[src/rtl/button_pkg.sv]
// -----------------------------------------------------------------------------
// button_pkg
// Shared definitions for the button conditioner: the per-channel state
// encoding and the default timing constants used by button_channel and
// button_conditioner.
// -----------------------------------------------------------------------------
package button_pkg;

   localparam int unsigned STATE_W = 3;

   // Per-channel conditioner state. Values are fixed so that the state can be
   // read directly off the debug bus.
   typedef enum logic [STATE_W-1:0] {
      IDLE     = 3'd0,
      PRESS_DB = 3'd1,
      PRESSED  = 3'd2,
      HELD     = 3'd3,
      REL_DB   = 3'd4
   } btn_state_e;

   // Default timing, in clock cycles.
   localparam int unsigned DEF_N_CH            = 4;
   localparam int unsigned DEF_DEBOUNCE_CYCLES = 1000000;
   localparam int unsigned DEF_HOLD_TIME       = 100000000;
   localparam bit          DEF_REPEAT_EN       = 1'b0;
   localparam int unsigned DEF_REPEAT_TIME     = 25000000;

endpackage : button_pkg

[src/rtl/button_channel.sv]
// -----------------------------------------------------------------------------
// button_channel
// One button channel: 2-flop synchronizer, debounce/hold FSM and counters.
//
// Ports
//   i_clk        system clock, rising edge
//   i_rst_n      asynchronous active-low reset
//   i_btn_raw    asynchronous raw level, 1 = pressed
//   o_level      debounced level
//   o_press      one-cycle pulse on debounced rise
//   o_release    one-cycle pulse on debounced fall
//   o_hold_pulse one-cycle long-press / auto-repeat pulse
//   o_hold_level high from the first hold pulse until debounced release
//   o_state      current FSM state (debug)
// -----------------------------------------------------------------------------
module button_channel
   import button_pkg::*;
#(
   parameter int unsigned DEBOUNCE_CYCLES = DEF_DEBOUNCE_CYCLES,
   parameter int unsigned HOLD_TIME       = DEF_HOLD_TIME,
   parameter bit          REPEAT_EN       = DEF_REPEAT_EN,
   parameter int unsigned REPEAT_TIME     = DEF_REPEAT_TIME
) (
   input  logic               i_clk,
   input  logic               i_rst_n,
   input  logic               i_btn_raw,
   output logic               o_level,
   output logic               o_press,
   output logic               o_release,
   output logic               o_hold_pulse,
   output logic               o_hold_level,
   output logic [STATE_W-1:0] o_state
);

   localparam int unsigned DB_W   = $clog2(DEBOUNCE_CYCLES + 1);
   localparam int unsigned HOLD_W = $clog2(HOLD_TIME + 1);
   localparam int unsigned REP_W  = $clog2(REPEAT_TIME + 1);

   localparam logic [DB_W-1:0]   DB_MAX   = DB_W'(DEBOUNCE_CYCLES);
   localparam logic [HOLD_W-1:0] HOLD_MAX = HOLD_W'(HOLD_TIME);
   localparam logic [REP_W-1:0]  REP_MAX  = REP_W'(REPEAT_TIME);

   logic              r_sync1, r_sync2;
   btn_state_e        r_state, w_state_nxt;
   btn_state_e        r_ret_state, w_ret_nxt;   // where REL_DB goes back to
   logic [DB_W-1:0]   r_db_cnt, w_db_nxt, w_db_inc;
   logic [HOLD_W-1:0] r_hold_cnt, w_hold_nxt, w_hold_inc;
   logic [REP_W-1:0]  r_rep_cnt, w_rep_nxt, w_rep_inc;
   logic              w_hold_sat, w_hold_hit;
   logic              r_level, w_level_nxt;
   logic              r_press, w_press_nxt;
   logic              r_release, w_release_nxt;
   logic              r_hold_pulse, w_hold_pulse_nxt;
   logic              r_hold_level, w_hold_level_nxt;

   // The debounce counter holds the length of the current run of samples
   // that disagree with the debounced level. It is zero in every state where
   // no run is in progress, so the increment also covers the entry sample.
   assign w_db_inc   = r_db_cnt + DB_W'(1);
   assign w_hold_sat = (r_hold_cnt == HOLD_MAX);
   assign w_hold_inc = w_hold_sat ? r_hold_cnt : r_hold_cnt + HOLD_W'(1);
   assign w_hold_hit = !w_hold_sat && (w_hold_inc == HOLD_MAX);
   assign w_rep_inc  = r_rep_cnt + REP_W'(1);

   always_ff @(posedge i_clk or negedge i_rst_n) begin
      if (!i_rst_n) begin
         r_sync1      <= 1'b0;
         r_sync2      <= 1'b0;
         r_state      <= IDLE;
         r_ret_state  <= IDLE;
         r_db_cnt     <= '0;
         r_hold_cnt   <= '0;
         r_rep_cnt    <= '0;
         r_level      <= 1'b0;
         r_press      <= 1'b0;
         r_release    <= 1'b0;
         r_hold_pulse <= 1'b0;
         r_hold_level <= 1'b0;
      end else begin
         r_sync1      <= i_btn_raw;
         r_sync2      <= r_sync1;
         r_state      <= w_state_nxt;
         r_ret_state  <= w_ret_nxt;
         r_db_cnt     <= w_db_nxt;
         r_hold_cnt   <= w_hold_nxt;
         r_rep_cnt    <= w_rep_nxt;
         r_level      <= w_level_nxt;
         r_press      <= w_press_nxt;
         r_release    <= w_release_nxt;
         r_hold_pulse <= w_hold_pulse_nxt;
         r_hold_level <= w_hold_level_nxt;
      end
   end

   always_comb begin
      w_state_nxt      = r_state;
      w_ret_nxt        = r_ret_state;
      w_db_nxt         = r_db_cnt;
      w_hold_nxt       = r_hold_cnt;
      w_rep_nxt        = r_rep_cnt;
      w_level_nxt      = r_level;
      w_press_nxt      = 1'b0;
      w_release_nxt    = 1'b0;
      w_hold_pulse_nxt = 1'b0;
      w_hold_level_nxt = r_hold_level;

      case (r_state)
         IDLE, PRESS_DB: begin
            if (!r_sync2) begin
               w_state_nxt = IDLE;
               w_db_nxt    = '0;
            end else if (w_db_inc == DB_MAX) begin
               // Accepted press; with DEBOUNCE_CYCLES=1 this is taken
               // straight from IDLE so the latency stays fixed.
               w_state_nxt = PRESSED;
               w_ret_nxt   = PRESSED;
               w_db_nxt    = '0;
               w_level_nxt = 1'b1;
               w_press_nxt = 1'b1;
               w_hold_nxt  = HOLD_W'(1);
               w_rep_nxt   = '0;
               if (HOLD_MAX == HOLD_W'(1)) begin
                  w_state_nxt      = HELD;
                  w_ret_nxt        = HELD;
                  w_hold_pulse_nxt = 1'b1;
                  w_hold_level_nxt = 1'b1;
               end
            end else begin
               w_state_nxt = PRESS_DB;
               w_db_nxt    = w_db_inc;
            end
         end

         PRESSED, HELD, REL_DB: begin
            // The hold timer keeps running through a release bounce, and
            // auto-repeat keeps its cadence as long as the long press is
            // still logically active (hold_level high).
            w_hold_nxt = w_hold_inc;
            if (w_hold_hit) begin
               w_ret_nxt        = HELD;
               w_hold_pulse_nxt = 1'b1;
               w_hold_level_nxt = 1'b1;
               w_rep_nxt        = '0;
            end else if (REPEAT_EN && r_hold_level) begin
               if (w_rep_inc == REP_MAX) begin
                  w_hold_pulse_nxt = 1'b1;
                  w_rep_nxt        = '0;
               end else begin
                  w_rep_nxt = w_rep_inc;
               end
            end

            if (r_sync2) begin
               // PRESSED/HELD stay put; REL_DB bounces back.
               w_state_nxt = w_ret_nxt;
               w_db_nxt    = '0;
            end else if (w_db_inc == DB_MAX) begin
               w_state_nxt      = IDLE;
               w_ret_nxt        = IDLE;
               w_db_nxt         = '0;
               w_hold_nxt       = '0;
               w_rep_nxt        = '0;
               w_level_nxt      = 1'b0;
               w_release_nxt    = 1'b1;
               w_hold_level_nxt = 1'b0;
            end else begin
               w_state_nxt = REL_DB;
               w_db_nxt    = w_db_inc;
            end
         end

         default: begin
            w_state_nxt = IDLE;
            w_ret_nxt   = IDLE;
            w_db_nxt    = '0;
         end
      endcase
   end

   assign o_level      = r_level;
   assign o_press      = r_press;
   assign o_release    = r_release;
   assign o_hold_pulse = r_hold_pulse;
   assign o_hold_level = r_hold_level;
   assign o_state      = r_state;

endmodule : button_channel

[src/rtl/button_conditioner.sv]
// -----------------------------------------------------------------------------
// button_conditioner
// N_CH independent button channels, each synchronized, debounced and timed
// for long-press / auto-repeat.
//
// Ports
//   clk_in        system clock, rising edge
//   rst_n         asynchronous active-low reset
//   btn_raw       raw button levels, 1 = pressed
//   btn_level     debounced level per channel
//   press_pulse   one-cycle pulse on debounced rise
//   release_pulse one-cycle pulse on debounced fall
//   hold_pulse    one-cycle long-press and repeat pulse
//   hold_level    high from the first hold_pulse until debounced release
//   dbg_state     per-channel FSM state, channel g at [g*STATE_W +: STATE_W]
// -----------------------------------------------------------------------------
module button_conditioner
   import button_pkg::*;
#(
   parameter int unsigned N_CH            = DEF_N_CH,
   parameter int unsigned DEBOUNCE_CYCLES = DEF_DEBOUNCE_CYCLES,
   parameter int unsigned HOLD_TIME       = DEF_HOLD_TIME,
   parameter bit          REPEAT_EN       = DEF_REPEAT_EN,
   parameter int unsigned REPEAT_TIME     = DEF_REPEAT_TIME
) (
   input  logic                      clk_in,
   input  logic                      rst_n,
   input  logic [N_CH-1:0]           btn_raw,
   output logic [N_CH-1:0]           btn_level,
   output logic [N_CH-1:0]           press_pulse,
   output logic [N_CH-1:0]           release_pulse,
   output logic [N_CH-1:0]           hold_pulse,
   output logic [N_CH-1:0]           hold_level,
   output logic [N_CH*STATE_W-1:0]   dbg_state
);

   for (genvar g = 0; g < N_CH; g++) begin : g_ch
      button_channel #(
         .DEBOUNCE_CYCLES (DEBOUNCE_CYCLES),
         .HOLD_TIME       (HOLD_TIME),
         .REPEAT_EN       (REPEAT_EN),
         .REPEAT_TIME     (REPEAT_TIME)
      ) u_ch (
         .i_clk        (clk_in),
         .i_rst_n      (rst_n),
         .i_btn_raw    (btn_raw[g]),
         .o_level      (btn_level[g]),
         .o_press      (press_pulse[g]),
         .o_release    (release_pulse[g]),
         .o_hold_pulse (hold_pulse[g]),
         .o_hold_level (hold_level[g]),
         .o_state      (dbg_state[g*STATE_W +: STATE_W])
      );
   end

endmodule : button_conditioner

[config.mk]
export PLATFORM = sky130hd
export DESIGN_NAME = button_conditioner
export DESIGN_NICKNAME = d
export VERILOG_FILES = /design/src/rtl/button_pkg.sv /design/src/rtl/button_channel.sv /design/src/rtl/button_conditioner.sv
export SDC_FILE = /design/constraint.sdc
export NUM_CORES = 1
export LEC_CHECK = 0
export BUFFER_PORTS_ARGS = -buffer_cell sky130_fd_sc_hd__buf_2
export CORE_MARGIN = 4
export CORE_UTILIZATION = 33
export DETAILED_ROUTE_END_ITERATION = 10
export RECOVER_POWER = 25
export SETUP_SLACK_MARGIN = 0.4
export SYNTH_ARGS = -nofsm -noshare
export SYNTH_HDL_FRONTEND = slang
export SYNTH_HIERARCHICAL = 1
export SYNTH_SLANG_ARGS = --single-unit
[constraint.sdc]
create_clock -name clk_in -period 3.07 [get_ports clk_in]
set_input_delay 0.307 -clock clk_in [delete_from_list [all_inputs] [get_ports clk_in]]
set_output_delay 0.307 -clock clk_in [all_outputs]
set_load 0.05 [all_outputs]
**Yosys cells after proc, flatten, opt, wreduce, memory -nomap -nowiden**

Index checks and enable logic that the tools add are counted.

- Output and inout port bits: 32
- Logic and storage cells: 276
- Bits of input ports: 6
- Register bits after elaboration: 240

- Equality and inequality tests: 44
- Reductions and logical operators: 36
- Multiplexer cells: 144
- Add/subtract/negate cells: 8

Operators by type and width:

| kind | number |
|---|---|
| $mux W27 | 20 |
| $mux W20 | 12 |
| $eq A27 B27 Y1 const B | 8 |
| $pmux W27 S2 | 4 |
| $pmux W20 S2 | 4 |
| $add A27 B1 Y27 const B | 4 |
| $mux W3 | 32 |
| $add A20 B1 Y20 const B | 4 |
| $eq A20 B20 Y1 const B | 4 |
| $mux W1 | 56 |
| $pmux W3 S2 | 8 |
| $eq A3 B2 Y1 const B | 8 |
| $ne A2 B1 Y1 const B | 12 |
| $reduce_and A5 Y1 | 4 |
| $eq A3 B1 Y1 const B | 4 |
| $eq A3 B3 Y1 const B | 4 |
| $logic_not A3 Y1 | 4 |
| $reduce_and A3 Y1 | 4 |
| $reduce_or A3 Y1 | 4 |
| $mux W2 | 4 |
| $ne A2 B2 Y1 const B | 4 |
| $pmux W1 S2 | 4 |
| $reduce_and A2 Y1 | 4 |
| $reduce_bool A2 Y1 | 4 |
| other kinds (3) | 12 |

**Depth between registers and ports, before layout**

Gate-level depths: netlist of the first run.

- Word-level depth: 8
- Gate-level depth with buffers: 12

**Hierarchy**

The synthesis of the first run kept the hierarchy.

Modules (own cells, without submodules):

| module | cells each | times used | sequential area each (um2) | area an instance (um2) |
|---|---|---|---|---|
| button_channel at g_ch[1].u_ch ... | 474 | 2 | 1501.4 | 4122.7 |
| button_channel at g_ch[0].u_ch | 455 | 1 | 1501.4 | 3922.5 |
| button_channel at g_ch[3].u_ch | 445 | 1 | 1501.4 | 3778.6 |

**Worst setup path before layout of the first run**

No wires, ideal clock.

- Path kind: register to register
- Start: register g_ch[3].u_ch.r_db_cnt[0]
- End: register g_ch[3].u_ch.r_hold_cnt[20]
- Arrival: 2.873 ns
- Path buffers: 3
- Stages on the path, launching flop included: 12
- Clock period less this slack: 2.994 ns
- Library setup time: 0.121 ns
- Data required time: 2.949 ns
- Path slack: 0.076 ns
- Path through: dfrtp_1 ha_1 buf_2 nand4_2 or4_4 or3b_1 a21oi_2 o2111ai_2 o31a_1 buf_6 buf_6 a22o_1

- Word-level cells in the longest chain between the ends: 5
- Elaborated cells between the ends (all ways): 7
- Those cells by class: add/sub (1); eq/ne (2); mux (3); reduce/logical (1)

Ends and longest elaborated chain:

| what | RTL line | source |
|---|---|---|
| from (decl) | button_channel.sv:46 | `logic [DB_W-1:0] r_db_cnt, w_db_nxt, w_db_inc;` |
| from (signal assigned) | button_channel.sv:84 | `r_db_cnt <= w_db_nxt;` |
| $add A20 B1 Y20 * | button_channel.sv:59 | `assign w_db_inc = r_db_cnt + DB_W'(1);` |
| $eq A20 B20 Y1 * | button_channel.sv:112, button_channel.sv:157 |  |
| $mux W27 | button_channel.sv:157 | `end else if (w_db_inc == DB_MAX) begin` |
| $mux W27 | button_channel.sv:153 | `if (r_sync2) begin` |
| $pmux W27 S2 | button_channel.sv:107 | `case (r_state)` |
| to (signal assigned) | button_channel.sv:85 | `r_hold_cnt <= w_hold_nxt;` |
| to (decl) | button_channel.sv:47 | `logic [HOLD_W-1:0] r_hold_cnt, w_hold_nxt, w_hold_inc;` |

Every way passes the cells marked *; elsewhere a longest branch is shown, timed or not.
A chain may end at the register's enable or synchronous reset.

**Worst setup path after layout of the first run**

- Start: register g_ch[1].u_ch.r_hold_cnt[10]
- End: register g_ch[1].u_ch.r_state[0]

- Word-level cells in the longest chain between the ends: 7
- Elaborated cells between the ends (all ways): 9
- Those cells by class: add/sub (1); eq/ne (2); mux (4); reduce/logical (2)

Ends and longest elaborated chain:

| what | RTL line | source |
|---|---|---|
| from (decl) | button_channel.sv:47 |  |
| from (signal assigned) | button_channel.sv:85 |  |
| $add A27 B1 Y27 or $eq A27 B27 Y1 (tied branches) | button_channel.sv:61, button_channel.sv:60 |  |
| $mux W27 | button_channel.sv:61 | `assign w_hold_inc = w_hold_sat ? r_hold_cnt : r_hold_cnt + HOLD_W'(1);` |
| $eq A27 B27 Y1 | button_channel.sv:62 | `assign w_hold_hit = !w_hold_sat && (w_hold_inc == HOLD_MAX);` |
| $logic_and A1 B1 Y1 * | button_channel.sv:62 |  |
| $mux W3 * | button_channel.sv:139 | `if (w_hold_hit) begin` |
| $mux W3 * | button_channel.sv:153 |  |
| $pmux W3 S2 * | button_channel.sv:107 |  |
| net g_ch[1].u_ch.w_state_nxt[0] | button_channel.sv:44 | `btn_state_e r_state, w_state_nxt;` |
| to (signal assigned) | button_channel.sv:82 | `r_state <= w_state_nxt;` |
| to (decl) | button_channel.sv:44 |  |

Mark *: on every way through the listed nets, which the timed path passes. The rest lies on a longest branch.

==> summary.md, run 1 <==
| Metric | Value |
|---|---|
| Status | complete, but fails checks |
| Failing checks | capacitance limit, slew limit |
| Period utilisation layout | 90.48% |
| Setup TNS | 0 ns |
| CTS root buf | clkbuf_16 |
| Pwr dens | 366.2 nW/um^2 |
| DRT Pass-1 Iters | 5 |
| CP Buf/Inv Count | 0 |
| CTS tree | done |
| GRT Resource Usage Total | between 10% and 20% |
| Initial Util | 33.40% |
| Nets@finish | roughly 2000 |
| Worst EP required | ~3.5 ns |
| Vias per std cell | 5.743 |
| Hold WS | ~0.35 ns |
| Leak pwr | around 8.3 nW |
| Crit end category | flop |
| Critical Path Source Type | flop |
| Share of cells above drive strength 1 | approximately 29% |
| Reg power frac | between 40% and 50% |
| Combinational Power Share | roughly 2.6% |
| CP cell instances | nand4_2, or4_4, or4_4, and2_0, nand4bb_1, or4_4, o311ai_4 |
| Top delay family on crit path | simple AND/OR/NAND/NOR gates |
| Gr ovfl total | 0 |
| Internal power | about 5.9 mW |
| Commonest non-fill, non-tap cell in the layout | dfrtp_1 |
| Ys Warns | 6 |
| Top_reg_cell synth | dfrtp_1 |
| Initial drt markers | 1219 |
| HP Class | reg2reg |
| Max Root-Sink Buffers | 3 |
| EDFF count, synth | 0 |
| Die ar. | between 50000 and 60000 sq um |
| Vias in the first global route | 14254 |
| Layout fillers | around 4500 |
| GP Congestion | approximately 0.89 |
| Synth Cell Area | between 15000 and 20000 sq um |
| CTS buffer count | 30 |
| Syn avg cell area | roughly 8.6 sq um |
| Clk_lat worst skew | between 0.5 and 0.6 ns |
| ANT nets after route | 0 |
| Wire per inst | around 17 um |
| Fin. Hold Viols | 0 |
| Cell area after layout | around 21000 sq um |
| Seq cells post-synth | 240 |
| Largest net degree at the start of global routing | 80 |
| Synth async-reset ratio | 100.0% |
| Maxcap violations | 1 |
| Slew Limit Fails | a little under 80 |
| RSZ-0062 raised after global routing | yes |
| Hpwl dp | about 29 mm |
| Layout Utilization | 43.05% |
| DR vias | about 15000 |
| Post-layout min period | about 2.8 ns |
| Worst r2r path cells | 7 |
| Hold path depth | 0 |
| N_diodes | 0 |
| Worst-path fanout max | 6 |
| Mapped Cells | between 1500 and 2000 |
| Port bufs | 37 |
| Sw frac | between 20 and 25% |
| First-pass GRT wire length | around 73 mm |
| Clock Pin Slew Worst Setup and Hold Paths | 0.06 ns |
| Most frequent cells in the layout | dfrtp_1 (189), nor2_1 (183), buf_4 (182) |
| Crit path top cell by count | or4_4 |
| Net Switching | roughly 1.7 mW |
| DRC viols | 0 |
| Clock sinks | 240 |
| Overall power | roughly 7.5 mW |
| Synth cell types | 98 |
| Die height | between 200 and 250 um |
| DP Area | 17380 sq um |
| WL final | approximately 46 mm |
| Worst-Margin Slew | 2.145 ns |
| Setup CP Type | reg2reg |
| Number of antenna violations at the first check in global routing | 0 |
| IO Pins | 38 |
| H-tree depth | 1 |
| Max VDD drop | roughly 0.00039 V |
| Slowest Stage Delay on Critical Path | roughly 0.57 ns |
| Synthesized Nets | between 1500 and 2000 |
| Slew HR | -43.01% |
| Area grow syn2layout | 28.88% |
| Clock skew | about 0.018 ns |
| Slowest stage cell, crit path | or4_4 |
| Core Box Area | between 40000 and 50000 sq um |
| Worst path arrival time | roughly 3.3 ns |
| Die W | between 200 and 250 um |
| Setup Viol. Count Final | 0 |
| Sequential area share after synthesis | a little under two fifths |
| Storage cell area | approximately 6100 sq um |
| Clock power frac | between 50% and 60% |
| F_max | 0.3600 GHz |
| Row cnt | 80 |
| Area occupied by multi-input gates | roughly 10000 sq um |
| CP Depth | 7 |
==> final timing paths <==
path	from	endpoint	slack, ns
max in group asynchronous	rst_n	g_ch[3].u_ch/r_db_cnt[11]	0.75
max	g_ch[1].u_ch/r_hold_cnt[10]	g_ch[1].u_ch/o_state[0]	0.29
max reg2reg	g_ch[1].u_ch/r_hold_cnt[10]	g_ch[1].u_ch/o_state[0]	0.29
min in group asynchronous	rst_n	g_ch[1].u_ch/o_level	0.90
min reg2reg	g_ch[1].u_ch/r_sync1	g_ch[1].u_ch/r_sync2	0.35
min	g_ch[1].u_ch/r_sync1	g_ch[1].u_ch/r_sync2	0.35
==> worst register-to-register path: cells and delay by family (launching register included) <==
kind	cells	cell delay, ns
AO/OA/AOI/OAI	1	0.25
AND/OR/NAND/NOR	6	2.06
flip-flops	1	0.36
==> cell type report <==
cell class,instances,area share [%]
multi-input combinational,1421,49.39
sequential,240,29.53
timing repair buffer,263,10.53
clock buffer,37,4.079
tap,615,3.744
clock inverter,19,1.559
inverter,64,1.169
==> registers in the layout, summed over array words and instances (netlist names), 12 cells and up <==
name,cells
g_ch.u_ch/r_hold_cnt,108
g_ch.u_ch/r_ret_state,12
g_ch.u_ch/r_db_cnt,80
g_ch.u_ch/o_state,12
==> power groups by stage <==
stage	Combinational (mW)	Sequential, mW	Clock (mW)
2_1_floorplan	0.0697	3.27	0
3_3_place_gp	0.172	3.27	0
3_5_place_dp	0.176	3.27	0
4_1_cts	0.197	3.21	4.25
5_1_grt	0.232	3.22	4.37
6_report	0.199	3.22	4.11
==> cells by family (layout without fill, tap and decap cells) <==
kind of cell | Yosys count | count (layout) | synth area share [%]
and+or+nand+nor | 940 | 947 | 32.92
buffers and inverters | 194 | 383 | 5.477
xor gates and xnor gates | 105 | 105 | 5.767
muxes | 16 | 16 | 1.044
DFF | 240 | 240 | 37.66
AOI/OAI and AO/OA | 341 | 341 | 16.19
adders and majority gates | 12 | 12 | 0.9415
==> timing repair <==
item	in CTS	in global routing
gates resized for setup	111	186
endpoints found under the setup margin	213	206
gates cloned	6	8
hold endpoints to repair	79	0
pin swaps	51	86
hold buffers	5	0
buffers inserted	41	51
==> stage by stage <==
| step | worst slack [ns] | std cells |
|---|---|---|
| floorplan | 0.1290 | 1848 |
| global placement | 0.03377 | 2492 |
| detailed placement | 0.08450 | 2492 |
| CTS | 0.2827 | 2600 |
| global route | 0.1866 | 2659 |
| finish | 0.2922 | 2659 |
==> synth_stat cells, drive strengths merged, types with 6 or more instances <==
library cell	instances	area share, %
a211oi	21	1.0
a21o	23	1.1
a21oi	51	1.6
a221o	22	1.4
a221oi	6	0.71
a22o	14	0.77
a31oi	13	0.51
a32oi	6	0.42
and2	34	1.4
and3	31	1.2
and4	31	1.7
buf	71	2.6
clkbuf	59	1.4
dfrtp	240	38
ha	12	0.94
inv	64	1.5
mux2i	11	0.69
nand2	132	3.1
nand2b	16	0.63
nand3	148	4.8
nand3b	6	0.28
nand4	91	4.2
nand4b	7	0.38
nor2	188	4.4
nor2b	9	0.35
nor3	66	2.2
nor3b	11	0.55
nor4	61	2.6
nor4b	14	0.77
o211ai	32	1.5
o21a	6	0.33
o21ai	60	1.9
o221ai	8	0.44
o2bb2ai	6	0.33
o311ai	6	0.42
o31ai	9	0.46
or2	15	0.59
or3	31	1.2
or4	32	1.6
xnor2	52	2.9
xor2	53	2.9
==> metal layers <==
metal | up-vias | track usage [%] | part of all wire, %
li1 | 7256 | - | -
met3 | 75 | 2.246 | 5.2
met4 | 0 | 3.770 | 2.3
met1 | 7496 | 22.86 | 46
met2 | 444 | 26.40 | 47
met5 | - | 0 | 0
Note: power is estimated with default switching activity, not from simulation.
==> run 2: changes to the inputs <==
- CORE_UTILIZATION: 33 -> 55
- PLACE_DENSITY: default -> 0.74
==> summary.md, run 2 (synthesis gave the netlist of run 1 again) <==
| Metric | Value |
|---|---|
| Worst-path fanout max | 7 (+1) |
| Worst r2r path cells | 10 (+3) |
| Clk_lat worst skew | 0.56 ns (-0.02 ns) |
| DR vias | 15989 (+4.7%) |
| GRT Resource Usage Total | 27.25% (+11 points) |
| Core Box Area | 28630 sq um (-40%) |
| Launch point of the critical path | g_ch[3].u_ch/r_hold_cnt[0] |
| Failing checks | capacitance limit, slew limit |
| Cell area after layout | 20300 sq um (-1.2%) |
| Row cnt | 62 (-23%) |
| Hpwl dp | 28.03 mm (-2.6%) |
| Most frequent cells in the layout | dfrtp_1 (182), nor2_1 (180), buf_4 (171) |
| CTS root buf | clkbuf_16 |
| Reg2reg start | g_ch[3].u_ch/r_hold_cnt[0] |
| Largest net degree at the start of global routing | 81 (+1.3%) |
| R2R Setup Slk | 0.09 ns (-0.21 ns) |
| GP Congestion | 0.9962 (+12%) |
| DRC viols | 0 (unchanged) |
| Hold path startpoint | g_ch[1].u_ch/r_sync1 |
| Vias in the first global route | 14746 (+3.5%) |
| Worst EP required | 3.50 ns (-0.04 ns) |
| Maxcap violations | 1 (unchanged) |
| CTS tree | done |
| Slew Limit Fails | 79 (+1.3%) |
| Largest regs | g_ch.u_ch/r_hold_cnt (108), g_ch.u_ch/r_db_cnt (80) |
| ANT nets after route | 0 (unchanged) |
| Hold endpoint | g_ch[1].u_ch/r_sync2 |
| First-pass GRT wire length | 73.05 mm (-0.19%) |
| Clock skew | 0.01994 ns (+0.001929 ns) |
| Worst path arrival time | 3.42 ns (+0.17 ns) |
| N_diodes | 0 (unchanged) |
| Nets@finish | 2028 (-0.49%) |
| Die height | 178.3 um (-22%) |
| Crit end category | flop |
| Gr ovfl total | 0 (unchanged) |
| Area grow syn2layout | 27.31% |
| Net Switching | 1.556 mW (-6.5%) |
| Setup Viol. Count Final | 0 (unchanged) |
| Reg power frac | 44.8% (+2.0 points) |
| Port bufs | 37 (unchanged) |
| Setup TNS | 0 ns (unchanged) |
| Leak pwr | 8.224 nW (-1.2%) |
| Slew HR | -47.07% (-4.1 points) |
| DP Area | 16980 sq um (-2.3%) |
| Critical Path Source Type | flop |
| CTS buffer count | 28 (-6.7%) |
| WL final | 47.59 mm (+3.5%) |
| Pwr dens | 353.6 nW/um^2 (-3.4%) |
| Max Root-Sink Buffers | 3 (unchanged) |
| Internal power | 5.622 mW (-4.1%) |
| DRT Pass-1 Iters | 6 (+1) |
| IO Pins | 38 (unchanged) |
| Sw frac | 21.67% (-0.43 points) |
| RR Endpoint | g_ch[3].u_ch/r_ret_state[2] |
| Worst-Margin Slew | 2.206 ns (+0.06096 ns) |
| Die ar. | 31780 sq um (-39%) |
| Share of cells above drive strength 1 | 28.84% (-0.17 points) |
| Post-layout min period | 2.984 ns (+0.2063 ns) |
| Period utilisation layout | 97.20% (+6.7 points) |
| Vias per std cell | 6.618 (+15%) |
| RSZ-0062 raised after global routing | yes |
| Die W | 178.3 um (-22%) |
| Wire per inst | 19.70 um (+14%) |
| Hold path depth | 0 (unchanged) |
| H-tree depth | 1 (unchanged) |
| Clock sinks | 240 (unchanged) |
| Max VDD drop | 0.0004394 V (+12%) |
| Status | complete, but fails checks |
| Initial Util | 55.71% (+22 points) |
| HP Class | reg2reg |
| Setup CP Type | reg2reg |
| Commonest non-fill, non-tap cell in the layout | dfrtp_1 |
| Fin. Hold Viols | 0 (unchanged) |
| Reg with most FFs | g_ch.u_ch/r_hold_cnt |
| Clock Pin Slew Worst Setup and Hold Paths | 0.06 ns (about the same) |
| Combinational Power Share | 2.9% (+0.3 points) |
| F_max | 0.3351 GHz (-6.9%) |
| Clock power frac | 52.3% (-2.3 points) |
| Initial drt markers | 1932 (+58%) |
| Largest register FFs | 108 (unchanged) |
| Number of antenna violations at the first check in global routing | 0 (unchanged) |
run 2: power groups by stage:
stage	clock (mW)	sequential, mW	combinational (mW)
3_5_place_dp	0	3.27	0.173
2_1_floorplan	0	3.27	0.0697
4_1_cts	3.82	3.21	0.194
5_1_grt	3.95	3.22	0.232
6_report	3.76	3.22	0.205
3_3_place_gp	0	3.27	0.168
run 2: area by class of cell:
class / instances / area [sq um]
repair buffers: 254 / 2205
clock inverters: 14 / 245.2
well taps: 384 / 480.5
multi-input cells: 1422 / 10230
clock buffers: 38 / 818.3
fillers: 2030 / 8323
flip-flops and latches: 240 / 6078
inverters: 64 / 242.7
run 2: worst max-delay path: stages (launching register included):
cell     delay, ns
dfrtp_1       0.37
buf_6         0.12
ha_4          0.12
nand4_1       0.18
or4_4         0.60
nor3_4        0.21
o21ai_1       0.13
nor3_1        0.24
or4b_4        0.58
and2_4        0.17
o21a_1        0.15
run 2: how the worst max path moves through the flow:
| stage | slack [ns] | to |
|---|---|---|
| 2_1_floorplan | 0.13 | g_ch[3].u_ch/r_hold_cnt[20] |
| 3_3_place_gp | 0.1 | g_ch[1].u_ch/r_hold_cnt[25] |
| 3_5_place_dp | 0.04 | g_ch[1].u_ch/r_hold_cnt[25] |
| 4_1_cts | 0.26 | g_ch[3].u_ch/r_hold_cnt[1] |
| 5_1_grt | 0.01 | g_ch[3].u_ch/r_ret_state[2] |
| 6_report | 0.09 | g_ch[3].u_ch/r_ret_state[2] |
run 2: what timing repair did:
action	CTS	global route
hold buffers	5	0
setup buffers	57	40
cloned	10	7
gates resized for setup	160	146
pin swaps	58	76
hold endpoints to repair	78	0
endpoints found under the setup margin	214	216
run 2: through the flow:
step	setup WS, ns	cells	util, %	power [mW]	hold WS, ns
2_1_floorplan	0.1290	1848	-	3.336	0.01141
3_3_place_gp	0.09637	2245	59.32	3.436	0.3375
3_5_place_dp	0.04046	2245	59.32	3.442	0.3418
4_1_cts	0.2638	2369	67.06	7.227	0.3562
5_1_grt	0.01207	2416	70.92	7.400	0.3611
6_report	0.08592	2416	70.92	7.178	0.3540
run 2: routing by layer:
layer	track usage [%]	up-vias	routed length [um]
met2	45.70	774	22640
met1	37.42	7793	19830
met4	8.251	0	1641
met5	0	-	0
met3	2.989	187	3479
li1	-	7235	-
==> run 3: changes to the inputs <==
- CORE_ASPECT_RATIO: default -> 1.4
==> summary.md, run 3 (synthesis gave the netlist of run 1 again) <==
| Metric | Value |
|---|---|
| Clk_lat worst skew | 0.57 ns (about the same) |
| Period utilisation layout | 95.30% (-1.9 points) |
| Maxcap violations | 0 (-1) |
| RSZ-0062 raised after global routing | yes |
| Die W | 151.9 um (-15%) |
| GP Congestion | 1.005 (+0.88%) |
| Commonest non-fill, non-tap cell in the layout | buf_4 |
| Hpwl dp | 29.97 mm (+7.0%) |
| CTS tree | done |
| IO Pins | 38 (unchanged) |
| Wire per inst | 21.16 um (+7.4%) |
| N_diodes | 0 (unchanged) |
| Slew HR | 1.083% (+48 points) |
| Die ar. | 31820 sq um (+0.12%) |
| Crit end category | flop |
| Met1 Usage GRT | 32.63% (-4.8 points) |
| Row cnt | 73 (+18%) |
| Clock skew | 0.02289 ns (+0.002947 ns) |
| DR vias | 16433 (+2.8%) |
| Setup Viol. Count Final | 0 (unchanged) |
| Die height | 209.5 um (+17%) |
| Worst EP required | 3.52 ns (+0.02 ns) |
| Area grow syn2layout | 31.53% |
| Overall power | 6.869 mW (-4.3%) |
| Port bufs | 37 (unchanged) |
| GR peak layer | met2 |
| F_max | 0.3418 GHz (+2.0%) |
| Status | complete, no violations |
| Nets@finish | 2088 (+3.0%) |
| Fin. Hold Viols | 0 (unchanged) |
| CTS root buf | clkbuf_16 |
| Largest net degree at the start of global routing | 70 (-14%) |
| H-tree depth | 1 (unchanged) |
| DRT Pass-1 Iters | 6 (unchanged) |
| Largest register FFs | 108 (unchanged) |
| Final WS setup | 0.1444 ns (+0.05851 ns) |
| GRT Resource Usage Total | 27.97% (+0.72 points) |
| CTS buffer count | 26 (-7.1%) |
| DRC viols | 0 (unchanged) |
| Clock sinks | 240 (unchanged) |
| ANT nets after route | 0 (unchanged) |
| Initial drt markers | 1316 (-32%) |
| HP Class | reg2reg |
| Share of cells above drive strength 1 | 33.56% (+4.7 points) |
| WL final | 52.14 mm (+9.5%) |
| Vias per std cell | 6.669 (+0.77%) |
| Dpl ws | -0.04922 ns (-0.08968 ns) |
| Max VDD drop | 0.0005261 V (+20%) |
| Met3 Use GR | 3.300% (+0.31 points) |
| Setup CP Type | reg2reg |
| Met2 GRT Util | 50.91% (+5.2 points) |
| Gr ovfl total | 0 (unchanged) |
| Leak pwr | 8.535 nW (+3.8%) |
| Number of antenna violations at the first check in global routing | 0 (unchanged) |
| Reg with most FFs | g_ch.u_ch/r_hold_cnt |
| Pwr dens | 327.5 nW/um^2 (-7.4%) |
| Clock Pin Slew Worst Setup and Hold Paths | 0.06 ns (about the same) |
| Largest regs | g_ch.u_ch/r_hold_cnt (108), g_ch.u_ch/r_db_cnt (80) |
| Critical Path Source Type | flop |
| Max Root-Sink Buffers | 3 (unchanged) |
| Vias in the first global route | 15498 (+5.1%) |
| Initial Util | 55.96% (+0.25 points) |
| Slew Limit Fails | 0 (-100%) |
| Core Box Area | 28500 sq um (-0.45%) |
| Worst-path fanout max | 8 (+1) |
| Post-layout min period | 2.926 ns (-0.05851 ns) |
| Worst-Margin Slew | 1.484 ns (-0.7223 ns) |
| Worst path arrival time | 3.37 ns (-0.05 ns) |
| Most frequent cells in the layout | buf_4 (219), dfrtp_1 (183), nor2_1 (166) |
| First-pass GRT wire length | 76.18 mm (+4.3%) |
-- run 3: changes by cell type in the layout (fill, tap and decap cells not counted), moves of 5 or more --
cell and delta:
nand2_2 +5, buf_4 +48, o21ai_2 +15, o221ai_1 -7
o221ai_2 +7, o21ai_1 -5, a21oi_1 -7, a21oi_2 +5
o21ai_0 -12, buf_6 +9, nor2_4 +10, nor2_1 -14
nand2_1 -6
-- run 3: power breakdown --
part	leakage [nW]	internal, mW	switching (mW)
Combinational	4.87	0.0749	0.158
Sequential	3.22	3.18	0.0326
Clock	0.441	2.02	1.40
Total	8.53	5.28	1.59
-- run 3: stage by stage --
| step | util, % | cell area, sq um | std cells | hold WS (ns) | setup TNS [ns] |
|---|---|---|---|---|---|
| final | 73.60 | 20970 | 2464 | 0.3492 | 0 |
| after global routing | 73.60 | 20970 | 2464 | 0.3579 | 0 |
| after CTS | 67.04 | 19100 | 2377 | 0.2865 | 0 |
| after detailed placement | 59.90 | 17070 | 2251 | 0.2718 | -0.1167 |
| after global placement | 59.90 | 17070 | 2251 | 0.2683 | -0.002339 |
| after floorplan | - | 16080 | 1848 | 0.01141 | 0 |
-- run 3: metal layers --
metal  wire [um]  part of all wire, %
met5           0                    0
met4        3288                  6.3
met3        3186                  6.1
met2       26880                   52
met1       18780                   36
-- run 3: layout make-up --
cell class / instances / area (sq um)
Multi-Input combinational cell: 1426 / 10610
Sequential cell: 240 / 6077
Inverter: 64 / 240.2
Timing Repair Buffer: 312 / 2663
Tap cell: 375 / 469.2
Clock buffer: 35 / 734.5
Clock inverter: 12 / 182.7
Fill cell: 2005 / 7523
-- run 3: worst max-delay path, stage by stage, from the launching register on --
cell,delay (ns)
dfrtp_2,0.41
buf_4,0.14
nand2_2,0.12
or4_4,0.56
o21ai_1,0.21
o211ai_1,0.20
nor3_1,0.26
or4b_4,0.58
and2_4,0.17
o21a_1,0.17
-- run 3: final timing paths --
check | startpoint | to | slack, ns | cells past startpoint
max in group asynchronous | rst_n | g_ch[0].u_ch/r_db_cnt[14] | 0.54 | 3
min in group asynchronous | rst_n | g_ch[3].u_ch/r_hold_cnt[5] | 0.65 | 2
worst min register to register | g_ch[1].u_ch/r_sync1 | g_ch[1].u_ch/r_sync2 | 0.35 | 0
worst max register to register | g_ch[3].u_ch/r_hold_cnt[1] | g_ch[3].u_ch/r_ret_state[2] | 0.14 | 9
worst min-delay path | g_ch[1].u_ch/r_sync1 | g_ch[1].u_ch/r_sync2 | 0.35 | 0
worst max-delay path | g_ch[3].u_ch/r_hold_cnt[1] | g_ch[3].u_ch/r_ret_state[2] | 0.14 | 9
-- run 3: timing repair --
action	CTS	global route
gates cloned	7	19
endpoints found under the hold margin	57	0
pin swaps	43	124
setup buffers	67	68
hold buffers	5	0
gates resized for setup	132	275
endpoints found under the setup margin	211	214
